### src/rtl/uart_tx_arbiter_if.sv
// Byte-stream bundle between the on-chip sources, the arbiter and uart_tx.
// The master side is the arbiter. The slave side is the environment, that is
// the requesters together with the serialiser.
interface uart_tx_arbiter_if #(
  parameter int NUM_REQ = 4,
  parameter int DATA_W  = 8
);
  logic [NUM_REQ-1:0]        req_valid;
  logic [NUM_REQ*DATA_W-1:0] req_data;
  logic [NUM_REQ-1:0]        req_last;
  logic [NUM_REQ-1:0]        req_ready;
  logic                      tx_valid;
  logic [DATA_W-1:0]         tx_data;
  logic                      tx_ready;

  modport master (
    input  req_valid, req_data, req_last, tx_ready,
    output req_ready, tx_valid, tx_data
  );

  modport slave (
    output req_valid, req_data, req_last, tx_ready,
    input  req_ready, tx_valid, tx_data
  );
endinterface

### src/rtl/uart_tx_arbiter.sv
// Round-robin sharing of one uart_tx serialiser between NUM_REQ byte sources.
// A grant covers a whole message and is backed by a one-byte holding register.
//
// state | meaning
// IDLE  | no owner; arbitrate from last_grant+1 upward
// GRANT | grant_id owns the link; bytes move into the holding register
// DRAIN | message ended; wait for the held byte to leave, then release
module uart_tx_arbiter #(
  parameter int NUM_REQ       = 4,
  parameter int DATA_W        = 8,
  parameter int MAX_BURST     = 16,
  parameter int STALL_TIMEOUT = 64
) (
  input  logic                       clk,
  input  logic                       rst,
  uart_tx_arbiter_if.master          bus,
  output logic [$clog2(NUM_REQ)-1:0] grant_id,
  output logic                       busy
);
  localparam int ID_W = $clog2(NUM_REQ);
  localparam int BC_W = $clog2(MAX_BURST + 1);
  localparam int SC_W = $clog2(STALL_TIMEOUT + 1);

  typedef enum logic [1:0] {IDLE, GRANT, DRAIN} state_t;

  state_t            state;
  logic              hold_valid;
  logic [DATA_W-1:0] hold_data;
  logic [BC_W-1:0]   burst_cnt;
  logic [SC_W-1:0]   stall_cnt;
  logic [ID_W-1:0]   last_grant;
  logic [ID_W-1:0]   next_grant;
  logic              found;
  logic              cur_valid;
  logic              cur_last;
  logic [DATA_W-1:0] cur_data;
  logic              accept;
  logic              tx_fire;

  assign cur_valid   = bus.req_valid[grant_id];
  assign cur_last    = bus.req_last[grant_id];
  assign cur_data    = bus.req_data[int'(grant_id)*DATA_W +: DATA_W];
  assign accept      = (state == GRANT) && !hold_valid && cur_valid;
  assign tx_fire     = hold_valid && bus.tx_ready;
  assign bus.tx_valid = hold_valid;
  assign bus.tx_data  = hold_data;
  assign busy         = (state != IDLE);

  // rotating-priority search starting just after the previous owner
  always_comb begin
    next_grant = last_grant;
    found      = 1'b0;
    for (int i = 1; i <= NUM_REQ; i++) begin
      if (!found && bus.req_valid[(int'(last_grant) + i) % NUM_REQ]) begin
        next_grant = ID_W'((int'(last_grant) + i) % NUM_REQ);
        found      = 1'b1;
      end
    end
  end

  // accept only into an empty holding register; never looks at req_valid
  always_comb begin
    bus.req_ready = '0;
    if (state == GRANT && !hold_valid) bus.req_ready[grant_id] = 1'b1;
  end

  // grant FSM, holding register, burst and stall counters
  always_ff @(posedge clk) begin
    if (rst) begin
      state      <= IDLE;
      hold_valid <= 1'b0;
      hold_data  <= '0;
      burst_cnt  <= '0;
      stall_cnt  <= '0;
      grant_id   <= '0;
      last_grant <= ID_W'(NUM_REQ - 1);
    end else begin
      if (tx_fire) hold_valid <= 1'b0;
      case (state)
        IDLE: begin
          if (|bus.req_valid) begin
            grant_id  <= next_grant;
            burst_cnt <= '0;
            stall_cnt <= '0;
            state     <= GRANT;
          end
        end
        GRANT: begin
          if (accept) begin
            hold_data  <= cur_data;
            hold_valid <= 1'b1;
            burst_cnt  <= burst_cnt + 1'b1;
            stall_cnt  <= '0;
            if (cur_last || burst_cnt == BC_W'(MAX_BURST - 1)) state <= DRAIN;
          end else if (!hold_valid && !cur_valid) begin
            stall_cnt <= stall_cnt + 1'b1;
            if (stall_cnt == SC_W'(STALL_TIMEOUT - 1)) state <= DRAIN;
          end
        end
        DRAIN: begin
          if (!hold_valid || tx_fire) begin
            last_grant <= grant_id;
            state      <= IDLE;
          end
        end
        default: state <= IDLE;
      endcase
    end
  end
endmodule
### src/flat_wrapper.sv
// flat-port wrapper written by rule: the top's interface ports become plain ports
module uart_tx_arbiter_flat 
#(
  parameter int NUM_REQ       = 4,
  parameter int DATA_W        = 8,
  parameter int MAX_BURST     = 16,
  parameter int STALL_TIMEOUT = 64
)
  (clk, rst, grant_id, busy, bus_req_valid, bus_req_data, bus_req_last, bus_tx_ready, bus_req_ready, bus_tx_valid, bus_tx_data);
  uart_tx_arbiter_if #(.NUM_REQ(NUM_REQ), .DATA_W(DATA_W)) bus_i ();
  input  logic clk;
  input  logic rst;
  output logic [$clog2(NUM_REQ)-1:0] grant_id;
  output logic busy;
  input wire logic [$bits(bus_i.req_valid)-1:0] bus_req_valid;
  input wire logic [$bits(bus_i.req_data)-1:0] bus_req_data;
  input wire logic [$bits(bus_i.req_last)-1:0] bus_req_last;
  input wire logic [$bits(bus_i.tx_ready)-1:0] bus_tx_ready;
  output wire logic [$bits(bus_i.req_ready)-1:0] bus_req_ready;
  output wire logic [$bits(bus_i.tx_valid)-1:0] bus_tx_valid;
  output wire logic [$bits(bus_i.tx_data)-1:0] bus_tx_data;
  assign bus_i.req_valid = bus_req_valid;
  assign bus_i.req_data = bus_req_data;
  assign bus_i.req_last = bus_req_last;
  assign bus_i.tx_ready = bus_tx_ready;
  assign bus_req_ready = bus_i.req_ready;
  assign bus_tx_valid = bus_i.tx_valid;
  assign bus_tx_data = bus_i.tx_data;
  uart_tx_arbiter #(.NUM_REQ(NUM_REQ), .DATA_W(DATA_W), .MAX_BURST(MAX_BURST), .STALL_TIMEOUT(STALL_TIMEOUT)) u_core (.clk(clk), .rst(rst), .bus(bus_i), .grant_id(grant_id), .busy(busy));
endmodule
### config.mk
export PLATFORM = sky130hd
export DESIGN_NAME = uart_tx_arbiter_flat
export DESIGN_NICKNAME = d
export VERILOG_FILES = /design/src/rtl/uart_tx_arbiter_if.sv /design/src/rtl/uart_tx_arbiter.sv /design/src/flat_wrapper.sv
export SDC_FILE = /design/constraint.sdc
export NUM_CORES = 1
export LEC_CHECK = 0
export ABC_AREA = 1
export BUFFER_PORTS_ARGS = -buffer_cell sky130_fd_sc_hd__buf_4
export CAP_MARGIN = 5
export CORE_MARGIN = 4
export CORE_UTILIZATION = 30
export CTS_CLUSTER_DIAMETER = 100
export DETAILED_ROUTE_END_ITERATION = 8
export HOLD_SLACK_MARGIN = 0.03
export MAX_ROUTING_LAYER = met4
export PLACE_DENSITY = 0.55
export SYNTH_ARGS = -nofsm -noshare
export SYNTH_HDL_FRONTEND = slang
export SYNTH_SLANG_ARGS = --single-unit
### constraint.sdc
create_clock -name clk -period 3.77 [get_ports clk]
set_input_delay 0.1885 -clock clk [delete_from_list [all_inputs] [get_ports clk]]
set_output_delay 0.1885 -clock clk [all_outputs]
set_load 0.005 [all_outputs]
==> impl_results.md <==
* Area grow syn2layout at 26.8%
* Avg Synthesized Cell Area at 6.54 um^2
* Post-cts sizing count at 0
* Cell mode on critical path: nand2_1
* Final hold viol count at 0
* Synth Warn # at 0
* Reg-to-reg setup timing slack at 1.49 ns
* Initial drt markers at 108
* Critical Path Source: u_core.grant_id[0]$_SDFFE_PP0P_
* Placed Area at 2270 um^2
* IO Pins at 59
* Die height at 86.0 um
* Async set or reset register ratio after synthesis at 0%
* Relative slew slack at 48.2%
* Routed len/inst at 12.7 um
* Post-CTS Setup Bufs at 0
* Worst Setup Start Kind: register
* Clk sinks at 27
* Fin. max-slew vios at 0
* Mapped Nets at 325
* Die area at 7390 um^2
* Final setup fails at 0
* Crit-path max FO at 21
* Cts hold-fix bufs at 0
* Clk Latency, worst-skew pair at 0.27 ns
* Placer Congestion at 0.803
* Drt pass-1 iters at 4
* Sequential fraction of the synthesis area at 29.6%
* First-pass GRT wire length at 8.28 mm
* Hpwl dp at 3.98 mm
* Count of cell types in the netlist at 32
* Multi-input gate area at 1090 um^2
* Fillers at 656
* Core area at 5920 um^2
* # rows at 28
* Lkg Pwr at 1.07 nW
* Starting Density at 30.8%
* Max rail drop VDD at 0.000279 V
* Vias in the first global route at 1793
* WHS at 0.133 ns
* Number of synthesized flops with an enable pin at 0
* RSZ-0062 raised after global routing: false
* Die X at 86.0 um
* Main flop type after synthesis: dfxtp_1
* Antenna violations before repair at 0
* Crit path to: u_core.state[0]$_SDFFE_PP0P_
* Final min period at 2.28 ns
* Synthesized instance count at 279
* Max Clk Rate at 439 MHz
* Clock-pin transition on the worst setup and hold timing paths at 0.09 ns
* CTS tree: yes
* Largest net degree at the start of global routing at 22
* RR Startpoint: u_core.grant_id[0]$_SDFFE_PP0P_
* WL final at 5.14 mm
* Outcome: completed
* PortBufs at 58
* GR Overflow Total at 0
* Register area at 541 um^2
* Slew @ Worst Pin at 0.776 ns
* Hold depth at 2
* Ant diodes at 0
* CP max-delay cell: dfxtp_1
* H-tree depth at 1
* Final core occ at 39.1%
* Fin nets at 378
* DR DRC count at 0
* Post-route ant nets at 0
* Critical Setup Path Class: reg -> reg
* Vias per Instance at 4.83
* Number of synthesized register bits at 27
* Root buffer cell: clkbuf_8
* Max incr delay on CP at 0.84 ns
* Synthesized area at 1820 um^2
* Fin Setup TNS at 0 ns
* Layout Skew at 0.00891 ns
* Power per cell area at 609 nW/um^2
* Arrival time worst endpoint at 2.46 ns
* Worst r2r dst: u_core.state[0]$_SDFFE_PP0P_
* WP data required at 3.95 ns
* Min-Delay Path Class: in -> reg
* Share of cells above drive strength 1 at 26.0%
* Register-to-Register Path Depth at 9
* CTS Buf Count at 3
* Final instance area at 2310 um^2
* Gr usage total at 14.0%
* Via count at 1960
* Cell Chain, Critical Path: nand3_1 > nand2_1 > nor2_2 > nor2_2 > nand2_1 > nand4_1 > nand2_1 > nand2_1 > nor2_1
* Crit. End Element: register
* Clock Path Buffers at 2
* Final Cycle Share at 60.4%
* MaxCap Viol Count at 0
state kept, by name, indices dropped and copies added (netlist names):
register	count
u_core.burst_cnt	5
u_core.bus.tx_data	8
u_core.bus.tx_valid	1
u_core.grant_id	2
u_core.last_grant	2
u_core.stall_cnt	7
u_core.state	2
routing by layer:
metal	wire length, um	track usage (%)
met5	0	-
met4	43	1.73
met3	233	2.88
met2	2370	21.9
met1	2490	19.0
where the power goes:
group	leakage [nW]	switching [mW]	total [mW]	internal, mW
Sequential	0.220	0.104	0.461	0.357
Clock	0.0228	0.0878	0.163	0.0757
Combinational	0.824	0.475	0.784	0.310
Total	1.07	0.666	1.41	0.742
worst max-delay path, delay by kind of cell (launching register included):
family           cells  cell delay (ns)
DFF                  1             0.84
and+or+nand+nor      9             1.35
layout by cell type, fill, tap and decap left out, types with 2 or more instances in the layout:
cell       n
nand2_1   74
buf_4     58
nor2_1    30
dfxtp_1   27
a21oi_1   26
inv_1     22
o21ai_0   18
nand3_1   17
a221oi_1   8
nand2_2    7
nor3_1     6
nor2_2     4
inv_2      3
nor2_4     3
o211ai_1   3
nand4_1    3
ha_1       3
clkbuf_8   3
nand2_4    2
nor3_2     2
xor2_1     2
xnor2_1    2
worst min path at each step:
stage | startpoint | to
2_1_floorplan | rst | u_core.stall_cnt[1]$_SDFFE_PP0P_
3_3_place_gp | rst | u_core.stall_cnt[1]$_SDFFE_PP0P_
5_1_grt | rst | u_core.stall_cnt[1]$_SDFFE_PP0P_
6_report | rst | u_core.state[1]$_SDFFE_PP0P_
4_1_cts | rst | u_core.state[1]$_SDFFE_PP0P_
3_5_place_dp | rst | u_core.state[1]$_SDFFE_PP0P_
cell usage after synthesis (all sizes together) (3+ instances only):
library cell | instances | area share (%)
a21oi | 27 | 7.6
a221oi | 8 | 3.8
dfxtp | 27 | 30
buf | 8 | 4.3
nand2 | 83 | 19
o21ai | 19 | 5.2
nand4 | 3 | 1.0
nor2 | 37 | 9.4
inv | 26 | 5.5
o211ai | 3 | 1.2
nor3 | 8 | 2.7
nand3 | 18 | 5.2
ha | 3 | 2.1
metrics by stage:
step | std cells | power [mW] | worst slack, ns
after floorplan | 279 | 1.04 | 2.37
after global placement | 402 | 1.25 | 1.59
after detailed placement | 402 | 1.25 | 1.52
after CTS | 406 | 1.42 | 1.51
after global routing | 406 | 1.55 | 1.24
final | 406 | 1.41 | 1.49
cell type report:
cell class                      instances  area share, %
Clock buffer                            4           1.95
Timing Repair Buffer                   58           18.8
Inverter                               27           4.54
Sequential cell                        27           23.4
Tap cell                               75           4.06
Multi-Input combinational cell        215           47.3
cells by family after synthesis:
kind of cell / count (synthesis) / synth area share (%)
compound gates: 59 / 18.7
flops: 27 / 29.6
buf+inv: 37 / 10.4
simple gates: 149 / 37.2
xor+xnor: 4 / 1.92
fa+ha+maj: 3 / 2.06
Note: power is estimated with default switching activity, not from simulation.
